**src/rtl/serial_cpu_pkg.sv**
```systemverilog
// Shared definitions for the bit-serial CPU slice: sequencer states and ALU function codes.
package serial_cpu_pkg;

  // Sequencer state encoding.
  typedef enum logic [1:0] {
    StIdle  = 2'd0,
    StClear = 2'd1,
    StShift = 2'd2,
    StHold  = 2'd3
  } seq_state_e;

  // Function codes understood by the bit-serial ALU.
  localparam logic [2:0] F_XOR = 3'b000;
  localparam logic [2:0] F_ADD = 3'b010;
  localparam logic [2:0] F_AND = 3'b100;

endpackage

```
**src/rtl/piso_shreg.sv**
```systemverilog
// Parallel-in serial-out shift register: loads a word, then presents it LSB-first.
module piso_shreg #(
  parameter int unsigned WIDTH = 8
) (
  input  logic             clk,
  input  logic             rst,
  input  logic             load,
  input  logic             shift,
  input  logic [WIDTH-1:0] din,
  output logic             dout
);

  logic [WIDTH-1:0] data_q;

  // Load has priority over shift; shifting moves toward bit 0.
  always_ff @(posedge clk or negedge rst) begin
    if (!rst) begin
      data_q <= '0;
    end else if (load) begin
      data_q <= din;
    end else if (shift) begin
      data_q <= {1'b0, data_q[WIDTH-1:1]};
    end
  end

  assign dout = data_q[0];

endmodule

```
**src/rtl/serial_alu_seq.sv**
```systemverilog
// Sequencer that feeds parallel operands bit-serially through an external ALU
// and assembles the LSB-first result stream back into a parallel word.
module serial_alu_seq
  import serial_cpu_pkg::*;
#(
  parameter int unsigned WIDTH = 8
) (
  input  logic             clk,
  input  logic             rst,
  // Request side
  input  logic             in_valid,
  output logic             in_ready,
  input  logic [WIDTH-1:0] op_a,
  input  logic [WIDTH-1:0] op_b,
  input  logic [2:0]       op_func,
  // Result side
  output logic             res_valid,
  input  logic             res_ready,
  output logic [WIDTH-1:0] res_data,
  output logic             res_carry,
  // External serial ALU
  output logic             alu_a,
  output logic             alu_b,
  output logic [2:0]       alu_func,
  output logic             alu_rst,
  input  logic             alu_out,
  input  logic             alu_c_out
);

  localparam int unsigned CntW = (WIDTH > 1) ? $clog2(WIDTH) : 1;
  localparam logic [CntW-1:0] CntLast = CntW'(WIDTH - 1);

  seq_state_e       state_q, state_d;
  logic [CntW-1:0]  cnt_q, cnt_d;
  logic [2:0]       func_q;
  logic [WIDTH-1:0] res_data_q;
  logic             carry_q;
  logic             hold_first_q;
  logic             load;
  logic             shift;
  logic             sa_bit;
  logic             sb_bit;

  piso_shreg #(
    .WIDTH (WIDTH)
  ) u_shreg_a (
    .clk   (clk),
    .rst   (rst),
    .load  (load),
    .shift (shift),
    .din   (op_a),
    .dout  (sa_bit)
  );

  piso_shreg #(
    .WIDTH (WIDTH)
  ) u_shreg_b (
    .clk   (clk),
    .rst   (rst),
    .load  (load),
    .shift (shift),
    .din   (op_b),
    .dout  (sb_bit)
  );

  // State, counter, latched function and in-place result assembly.
  always_ff @(posedge clk or negedge rst) begin
    if (!rst) begin
      state_q      <= StIdle;
      cnt_q        <= '0;
      func_q       <= 3'b000;
      res_data_q   <= '0;
      carry_q      <= 1'b0;
      hold_first_q <= 1'b0;
    end else begin
      state_q      <= state_d;
      cnt_q        <= cnt_d;
      hold_first_q <= (state_q == StShift) && (state_d == StHold);
      if (load) begin
        func_q <= op_func;
      end
      if (state_q == StShift) begin
        res_data_q[cnt_q] <= alu_out;
      end
      // The ALU carry is cleared at the first HOLD edge, so freeze it here.
      if (hold_first_q) begin
        carry_q <= alu_c_out;
      end
    end
  end

  // Next-state, counter and ALU-side drive.
  always_comb begin
    state_d  = state_q;
    cnt_d    = cnt_q;
    load     = 1'b0;
    shift    = 1'b0;
    alu_a    = 1'b0;
    alu_b    = 1'b0;
    alu_func = 3'b000;
    alu_rst  = 1'b0;
    unique case (state_q)
      StIdle: begin
        if (in_valid) begin
          load    = 1'b1;
          state_d = StClear;
        end
      end
      StClear: begin
        cnt_d   = '0;
        state_d = StShift;
      end
      StShift: begin
        alu_a    = sa_bit;
        alu_b    = sb_bit;
        alu_func = func_q;
        alu_rst  = 1'b1;
        shift    = 1'b1;
        if (cnt_q == CntLast) begin
          state_d = StHold;
        end else begin
          cnt_d = cnt_q + 1'b1;
        end
      end
      StHold: begin
        if (res_ready) begin
          state_d = StIdle;
        end
      end
      default: begin
        state_d = StIdle;
      end
    endcase
  end

  // Handshake and result outputs; the first HOLD cycle shows the live ALU carry.
  always_comb begin
    in_ready  = (state_q == StIdle);
    res_valid = (state_q == StHold);
    res_data  = res_data_q;
    res_carry = hold_first_q ? alu_c_out : carry_q;
  end

endmodule

```
**config.mk**
```make
export PLATFORM = sky130hd
export DESIGN_NAME = serial_alu_seq
export DESIGN_NICKNAME = d
export VERILOG_FILES = /design/src/rtl/serial_cpu_pkg.sv /design/src/rtl/piso_shreg.sv /design/src/rtl/serial_alu_seq.sv
export SDC_FILE = /design/constraint.sdc
export NUM_CORES = 1
export LEC_CHECK = 0
export BUFFER_PORTS_ARGS = -buffer_cell sky130_fd_sc_hd__buf_2
export CAP_MARGIN = 25
export CORE_ASPECT_RATIO = 1.1
export CORE_MARGIN = 1.5
export CORE_UTILIZATION = 50
export CTS_CLUSTER_SIZE = 16
export DETAILED_ROUTE_END_ITERATION = 8
export PLACE_DENSITY = 0.86
export REMOVE_ABC_BUFFERS = 1
export SYNTH_ARGS = -nofsm -noshare
export SYNTH_HDL_FRONTEND = slang
export SYNTH_SLANG_ARGS = --single-unit
export TNS_END_PERCENT = 20
```
**constraint.sdc**
```tcl
create_clock -name clk -period 1.7 [get_ports clk]
set_input_delay 0.17 -clock clk [delete_from_list [all_inputs] [get_ports clk]]
set_output_delay 0.17 -clock clk [all_outputs]
set_load 0.01 [all_outputs]
```
==> impl_metrics.csv <==
group,metric,value,unit
clocking,cts.sinks,34,
grt,grt_max_degree,35,
route,vias_per_cell,5.322,
route,dr_total_vias,1256,
outcome,status,"complete, no violations",
clocking,cts_buffer_depth,2,
timing,tns,0,ns
grt,grt_pass1_vias,1206,
layout,final_nets,228,
worst_setup_path,crit_type,"reg -> reg",
power,p_leak,0.0009810,uW
timing,min_period,1.631,ns
layout,antenna_cells,0,
timing,rsz0062_at_grt,"false",
clocking,cts_tree,"built",
place,hpwl,2155,um
timing,max_freq,0.6132,GHz
job,maxCapViolations,0,
clocking,worst_skew_pair.late_latency,0.34,ns
route,drc_errors,0,
worst_setup_path,worstPathArrival,1.85,ns
grt,grt_pass1_wl,5264,um
clocking,root_buffer,"clkbuf_4",
power,ir_drop,1.207,mV
floorplanning,die_w,56.92,um
yosys,yosysSeqAreaShare,53.21,%
timing,worstMarginPinSlew,0.7295,ns
route,ant_nets,0,
min_path,hold_path.class,"in -> reg",
grt,grt_overflow_total,0,
layout,final_common_cell,"buf_2",
clocking,h-tree-depth,2,
clocking,cts_buffers,5,
timing,period_share,95.93,%
grt,track_usage,19.43,%
timing,final_max_slew_viol_count,0,
timing,hold_viol,0,
place,place_area,1838,um^2
place,pre_cts_ws,0.1440,ns
timing,hold_ws,0.05766,ns
floorplanning,core,3048,um^2
route,finalWirelength,3042,um
floorplanning,die_y,62.31,um
layout,mostFrequentLayoutCells,"buf_2, dfrtp_1, nand2_1",
layout,syn_to_final_growth,22.07,%
floorplanning,num_rows,21,
layout,drive_above_1_share,37.13,%
place,routabilityCongestion,0.7969,
yosys,synthCells,153,
yosys,netlist_area,1599,um^2
yosys,syn_avg_cell_area,10.45,um^2
min_path,hold_path_depth,2,
yosys,yosysWarnings,0,
power,powerDensity,1853,nW/um^2
worst_setup_path,r2r_cells,4,
timing,fin_ws,0.06917,ns
timing,relSlewSlack,51.37,%
route,wl_per_cell,12.89,um
power,total_power,3617,uW
timing,setup_violations,0,
floorplanning,ios,42,
floorplanning,dieArea,3547,um^2
place,io_buffers,41,
yosys,synth-seq-cells,34,
clocking,clk_pin_slew_worst_paths,0.11,ns
layout,final_area,1952,um^2
worst_setup_path,worstPathMaxFanout,21,
yosys,synthDistinctLibCells,27,
route,first_pass_iters,5,
route,drt_iter0_drc,36,
worst_setup_path,startpoint_type,"flop",
timing,fin_skew,0.01010,ns
floorplanning,start_util,52.46,%
worst_setup_path,required,1.92,ns
grt,grt_antenna_before_repair,0,
worst_setup_path,critPathCaptureType,"flop",
## stage by stage
step	util, %	instances
floorplan	-	141
global placement	60.30	223
detailed placement	60.30	223
CTS	63.75	236
global route	64.04	236
finish	64.04	236
## Yosys cell counts
| master | instances | area share [%] |
|---|---|---|
| mux2i_1 | 1 | 0.63 |
| nand2b_1 | 2 | 0.78 |
| nor4b_1 | 2 | 1.1 |
| a22o_1 | 4 | 2.2 |
| or3b_4 | 1 | 0.70 |
| clkbuf_1 | 4 | 0.94 |
| nor3_1 | 1 | 0.31 |
| nand2_1 | 25 | 5.9 |
| a221o_1 | 3 | 1.9 |
| nand3_1 | 3 | 0.94 |
| buf_6 | 3 | 2.1 |
| ha_1 | 2 | 1.6 |
| and2_1 | 6 | 2.3 |
| inv_1 | 5 | 1.2 |
| dfrtp_1 | 34 | 53 |
| a31oi_1 | 11 | 4.3 |
| a21oi_1 | 2 | 0.63 |
| o21ai_0 | 3 | 0.94 |
| nor4_1 | 1 | 0.39 |
| mux2_2 | 10 | 7.0 |
| nor2_1 | 15 | 3.5 |
| nand4_1 | 1 | 0.39 |
| o22ai_1 | 1 | 0.39 |
| and3_1 | 3 | 1.2 |
| buf_2 | 5 | 1.6 |
| nand4b_1 | 2 | 1.1 |
| mux2_4 | 3 | 2.8 |
## per-layer routing
layer | share of wire (%) | track usage, %
met2 | 49 | 30.32
met1 | 44 | 24.90
met3 | 5.5 | 6.042
met5 | 0 | 0
met4 | 2.0 | 8.140
## path summary, 6_finish.rpt
path / start / endpoint / slack, ns
min: op_a[0] / u_shreg_a.data_q[0] / 0.06
max in group asynchronous: rst / state_q[1] / 0.77
max: state_q[0] / u_shreg_b.data_q[0] / 0.07
min reg2reg: res_data[7] / res_data[7] / 0.51
max reg2reg: state_q[0] / u_shreg_b.data_q[0] / 0.07
min in group asynchronous: rst / u_shreg_b.data_q[1] / 0.42
## flip-flops by register name, indices dropped and copies added, names as in the netlist
signal and count:
u_shreg_a.data_q 8, cnt_q 3, state_q 2, func_q 3
res_data 8, u_shreg_b.data_q 8, hold_first_q 1, carry_q 1
## logic make-up (layout without fill, tap and decap cells)
group                    Yosys count  count (layout)  share of synthesized area, %
adder cells (fa/ha/maj)            2               2                         1.565
AO/OA/AOI/OAI                     24              24                         10.33
flip-flops                        34              34                         53.21
AND/OR/NAND/NOR                   62              62                         18.62
buffers and inverters             17              66                         5.790
multiplexers                      14              14                         10.49
## critical path: stages (launching register included)
cell	delay [ns]
dfrtp_1	0.40
buf_4	0.14
or3b_4	0.49
and3_1	0.23
a221o_1	0.26
## power breakdown
part           switching (uW)  total [uW]  leakage [uW]  internal (uW)
Combinational             828        1730      0.000528            898
Clock                     262         463     0.0000353            200
Sequential                236        1430      0.000417           1190
## layout make-up
class / count / area (um^2)
fillers: 260 / 1096
inverters: 5 / 21.27
clock buffers: 7 / 55.05
well taps: 34 / 42.54
flip-flops and latches: 34 / 852.1
multi-input cells: 102 / 663.1
repair buffers: 53 / 312.8
clock inverters: 1 / 5.005
## repair_timing
item,4_1_cts,5_1_grt
pin swaps,0,1
hold endpoints to repair,35,0
gates cloned,0,0
buffers inserted,3,0
hold buffers,2,0
setup endpoints to repair,6,4
resized for setup,2,3
(Power assumes the default switching activity.)
